### config.mk
export PLATFORM = sky130hd
export DESIGN_NAME = regfile_wr_arb
export DESIGN_NICKNAME = d
export VERILOG_FILES = /design/src/rtl/regfile_wr_arb.sv
export SDC_FILE = /design/constraint.sdc
export NUM_CORES = 1
export LEC_CHECK = 0
export BUFFER_PORTS_ARGS = -buffer_cell sky130_fd_sc_hd__buf_2
export CAP_MARGIN = 20
export CORE_MARGIN = 4
export CORE_UTILIZATION = 47
export DETAILED_ROUTE_END_ITERATION = 12
export PLACE_DENSITY = 0.8
export REMOVE_ABC_BUFFERS = 1
export SETUP_SLACK_MARGIN = 0.15
export SLEW_MARGIN = 25
export SYNTH_ARGS = -nofsm -noshare
export SYNTH_HDL_FRONTEND = slang
export SYNTH_SLANG_ARGS = --single-unit
### constraint.sdc
create_clock -name clk_i -period 2.1 [get_ports clk_i]
set_input_delay 0.105 -clock clk_i [delete_from_list [all_inputs] [get_ports clk_i]]
set_output_delay 0.105 -clock clk_i [all_outputs]
set_load 0.005 [all_outputs]
### src/rtl/regfile_wr_arb.sv
// Write-port arbiter for a single-write-port register file: round-robin between two
// writeback requesters, registered write port, and pending-write hazard reporting.
module regfile_wr_arb #(
   parameter int unsigned ADDR_W = 5,
   parameter int unsigned DATA_W = 32
) (
   input  logic              clk_i,
   input  logic              rst_i,

   input  logic              m0_req_i,
   input  logic [ADDR_W-1:0] m0_addr_i,
   input  logic [DATA_W-1:0] m0_data_i,
   output logic              m0_ack_o,

   input  logic              m1_req_i,
   input  logic [ADDR_W-1:0] m1_addr_i,
   input  logic [DATA_W-1:0] m1_data_i,
   output logic              m1_ack_o,

   output logic              rf_wen_o,
   output logic [ADDR_W-1:0] rf_waddr_o,
   output logic [DATA_W-1:0] rf_wdata_o,

   input  logic [ADDR_W-1:0] chk_addr1_i,
   input  logic [ADDR_W-1:0] chk_addr2_i,
   output logic              chk_busy1_o,
   output logic              chk_busy2_o,

   output logic [31:0]       wr_cnt_o
);

   logic              m0_ack_q, m0_ack_d;
   logic              m1_ack_q, m1_ack_d;
   logic              last_q, last_d;
   logic              rf_wen_q, rf_wen_d;
   logic [ADDR_W-1:0] rf_waddr_q, rf_waddr_d;
   logic [DATA_W-1:0] rf_wdata_q, rf_wdata_d;
   logic [31:0]       wr_cnt_q, wr_cnt_d;

   logic elig0, elig1;
   logic gnt0, gnt1;

   // A requester whose ack is high this cycle still holds req; mask it so it is not
   // granted twice. last_q = 1 means m1 was granted most recently.
   always_comb begin
      elig0 = m0_req_i & ~m0_ack_q;
      elig1 = m1_req_i & ~m1_ack_q;
      gnt0  = elig0 & (~elig1 | last_q);
      gnt1  = elig1 & (~elig0 | ~last_q);
   end

   always_comb begin
      m0_ack_d   = gnt0;
      m1_ack_d   = gnt1;
      last_d     = last_q;
      rf_wen_d   = 1'b0;
      rf_waddr_d = rf_waddr_q;
      rf_wdata_d = rf_wdata_q;
      if (gnt0) begin
         last_d     = 1'b0;
         rf_waddr_d = m0_addr_i;
         rf_wdata_d = m0_data_i;
         rf_wen_d   = (m0_addr_i != '0);
      end else if (gnt1) begin
         last_d     = 1'b1;
         rf_waddr_d = m1_addr_i;
         rf_wdata_d = m1_data_i;
         rf_wen_d   = (m1_addr_i != '0);
      end
      wr_cnt_d = wr_cnt_q + {31'b0, rf_wen_q};
   end

   always_ff @(posedge clk_i) begin
      if (rst_i) begin
         m0_ack_q   <= 1'b0;
         m1_ack_q   <= 1'b0;
         last_q     <= 1'b1;
         rf_wen_q   <= 1'b0;
         rf_waddr_q <= '0;
         rf_wdata_q <= '0;
         wr_cnt_q   <= '0;
      end else begin
         m0_ack_q   <= m0_ack_d;
         m1_ack_q   <= m1_ack_d;
         last_q     <= last_d;
         rf_wen_q   <= rf_wen_d;
         rf_waddr_q <= rf_waddr_d;
         rf_wdata_q <= rf_wdata_d;
         wr_cnt_q   <= wr_cnt_d;
      end
   end

   // The write being acked this cycle is excluded; the issue pipeline covers it.
   always_comb begin
      chk_busy1_o = (chk_addr1_i != '0) &
                    ((elig0 & (m0_addr_i == chk_addr1_i)) |
                     (elig1 & (m1_addr_i == chk_addr1_i)));
      chk_busy2_o = (chk_addr2_i != '0) &
                    ((elig0 & (m0_addr_i == chk_addr2_i)) |
                     (elig1 & (m1_addr_i == chk_addr2_i)));
   end

   assign m0_ack_o   = m0_ack_q;
   assign m1_ack_o   = m1_ack_q;
   assign rf_wen_o   = rf_wen_q;
   assign rf_waddr_o = rf_waddr_q;
   assign rf_wdata_o = rf_wdata_q;
   assign wr_cnt_o   = wr_cnt_q;

endmodule

==> impl_metrics.json <==
{
  "grt_start_max_net_pins": 67,
  "cts_root_buf": "clkbuf_8",
  "fin_total_pwr_mw": 2.98,
  "p_per_area_nw_per_um2": 629,
  "endpoint_kind": "flip-flop",
  "die-area_sq_um": 8940,
  "combPwrFrac_pct": 17.2,
  "ys_types": 37,
  "crit_path_max_incr_delay_ps": 610,
  "grt_antenna_before_repair": 0,
  "synth_area_sq_um": 3520,
  "area_growth_pct": 34.6,
  "relSlewSlack_pct": 52.3,
  "hold_buffers": 0,
  "port_buffers": 161,
  "initial_core_util_pct": 48.5,
  "ios": 162,
  "vias": 3844,
  "drv_slew": 0,
  "status": "finished clean",
  "crit_chain": "nand4_2 > or4_4 > nor4_2 > mux2_2",
  "fin_nets": 687,
  "route.detailed.wl_per_inst_um": 15.1,
  "setup_viol_count_final": 0,
  "drt_wl_total_um": 10500,
  "clk_pin_slew_ps": 80,
  "critPathTopFamily": "simple AND/OR/NAND/NOR gates",
  "final_cell_area_sq_um": 4740,
  "vdd_ir_drop_max_mv": 0.401,
  "drtIter0Drc": 164,
  "num_rows": 31,
  "clock_latency_ps": 340,
  "start_kind": "flip-flop",
  "grt_pass1_wl_um": 16500,
  "path_max_fanout": 6,
  "switching_share_pct": 27.6,
  "synthCells": 437,
  "pwr-share-clk_pct": 32.0,
  "synth.avg_cell_area_sq_um": 8.06,
  "drc": 0,
  "postLayoutCoreUtil_pct": 65.3,
  "clock-sinks": 73,
  "ys_warn_count": 0,
  "critPathBufInv": 0,
  "hold_class": "input port to flip-flop",
  "hold_viol": 0,
  "postPlaceCellArea_sq_um": 4500,
  "cap_violations": 0,
  "n_fill_cell": 641,
  "cts_tree": "done",
  "ys_seq_elements": 73,
  "coreArea_sq_um": 7250,
  "max_freq_mhz": 512,
  "numCtsBuffers": 9,
  "die_x_um": 94.6,
  "cts_max_path_buffers": 2,
  "fin_skew_ps": 5.76,
  "intPower_mw": 2.16,
  "period_share_pct": 93.0,
  "drive_above_1_share_pct": 36.1,
  "first_global_vias": 3670,
  "ant_nets": 0,
  "p_seq_share_pct": 50.8,
  "cp.required_ps": 2330,
  "final_common_cell": "buf_2",
  "cp.arrival_ps": 2180,
  "firstDrtPassIters": 4,
  "grt_overflow": 0,
  "seq_area_sq_um": 1460,
  "avgViaCountPerCell": 5.49,
  "setup_tns_ps": 0,
  "mostFrequentLayoutCells": "buf_2 (161), nand2_1 (85), dfxtp_1 (71)",
  "hpwl_um": 7690,
  "die_y_um": 94.6,
  "min_period_ps": 1950,
  "place_congestion": 0.916,
  "worstSetupPathType": "flip-flop to flip-flop",
  "rsz0062_at_grt": "yes",
  "multi_input_area_sq_um": 1990,
  "power_switching_mw": 0.822,
  "p_leak_nw": 2.10,
  "grt_util_all_layers_pct": 23.0,
  "cp_slowest_cell": "or4_4",
  "h-tree-depth": 3,
  "antennaDiodeCount": 0,
  "tightest_slew_ps": 716,
  "yosysSeqAreaShare_pct": 41.5
}
-- metrics by stage --
step | hold WS [ps] | worst slack (ps) | instances
after global placement | 370 | 189 | 683
after floorplan | 174 | -936 | 407
after detailed placement | 375 | 117 | 683
after global routing | 13.3 | 106 | 700
final | 18.4 | 148 | 700
after CTS | 4.57 | 159 | 698
-- cells in the mapped netlist (all sizes together) --
library cell  count  area [sq um]
clkbuf           24          90.1
or4              16           124
nand2b            3          18.8
and2              1          6.26
and4              3          26.3
inv               7          26.3
nand4             7          50.1
dfxtp            73          1460
nor4              9          56.3
buf               6          30.0
ha                2          25.0
and3              1          6.26
xnor2            19           166
or3               3          18.8
xor2             10          87.6
or2               2          12.5
nor2b             8          50.1
nor3b             1          7.51
a211o             1          8.76
nand3            11          55.1
a21oi            14          70.1
a221o             1          10.0
o221ai            1          8.76
nor2             58           218
a31o              1          8.76
a311oi           37           324
mux2              5          56.3
nor3              6          30.0
o21ai             5          25.0
nor4b             1          8.76
o22a              2          17.5
o31ai            11          82.6
a211oi            1          7.51
nand2            87           327
-- worst register-to-register path, delay by kind of cell (launching register included) --
| family | cells | cell delay, ps |
|---|---|---|
| flops | 1 | 380 |
| mux | 1 | 360 |
| simple gates | 3 | 1090 |
-- flip-flops by register name, indices dropped and copies added (netlist names) --
register    cells
last_q          1
rf_wen_o        1
rf_waddr_o      5
wr_cnt_o       32
rf_wdata_o     32
m0_ack_o        1
m1_ack_o        1
-- timing repair --
action                                  in CTS  in global routing
resized for setup                            4                 13
pin swaps                                    0                  2
endpoints found under the setup margin       5                  8
gates cloned                                 0                  1
endpoints found under the hold margin        0                  0
setup buffers                                0                  1
-- path summary, 6_finish.rpt --
check               startpoint             to  slack [ps]  cells after the start
setup / recovery  wr_cnt_o[11]   wr_cnt_o[31]         150                      4
hold / removal    m0_data_i[1]  rf_wdata_o[1]          20                      3
setup reg to reg  wr_cnt_o[11]   wr_cnt_o[31]         150                      4
hold reg to reg   wr_cnt_o[26]   wr_cnt_o[26]         490                      2
-- logic make-up (layout without fill, tap and decap cells) --
family / count (synthesis) / in the layout / synth area share (%)
and+or+nand+nor: 217 / 218 / 28.8
buffers and inverters: 37 / 200 / 4.16
xor gates and xnor gates: 29 / 29 / 7.21
AOI/OAI and AO/OA: 74 / 74 / 16.0
adders and majority gates: 2 / 2 / 0.711
DFF: 73 / 73 / 41.5
muxes: 5 / 5 / 1.60
-- power groups by stage --
stage               combinational (mW)  clock (mW)  sequential [mW]
floorplan                        0.225           0             1.55
global route                     0.572        1.04             1.52
detailed placement               0.516           0             1.54
finish                           0.512       0.954             1.52
global placement                 0.501           0             1.54
CTS                              0.516       0.975             1.51
-- layer usage --
metal	track usage (%)	vias up	wire length (um)
met5	0	-	0
met3	6.45	15	966
li1	-	1881	-
met1	26.8	1775	4210
met2	40.5	173	5190
met4	8.05	0	180
-- cell type report --
class / count / area share (%)
clock buffers: 12 / 3.06
repair buffers: 178 / 20.6
clock inverters: 3 / 0.370
flip-flops and latches: 73 / 30.9
multi-input cells: 328 / 41.9
inverters: 7 / 0.554
well taps: 99 / 2.61
(Power assumes the default switching activity.)
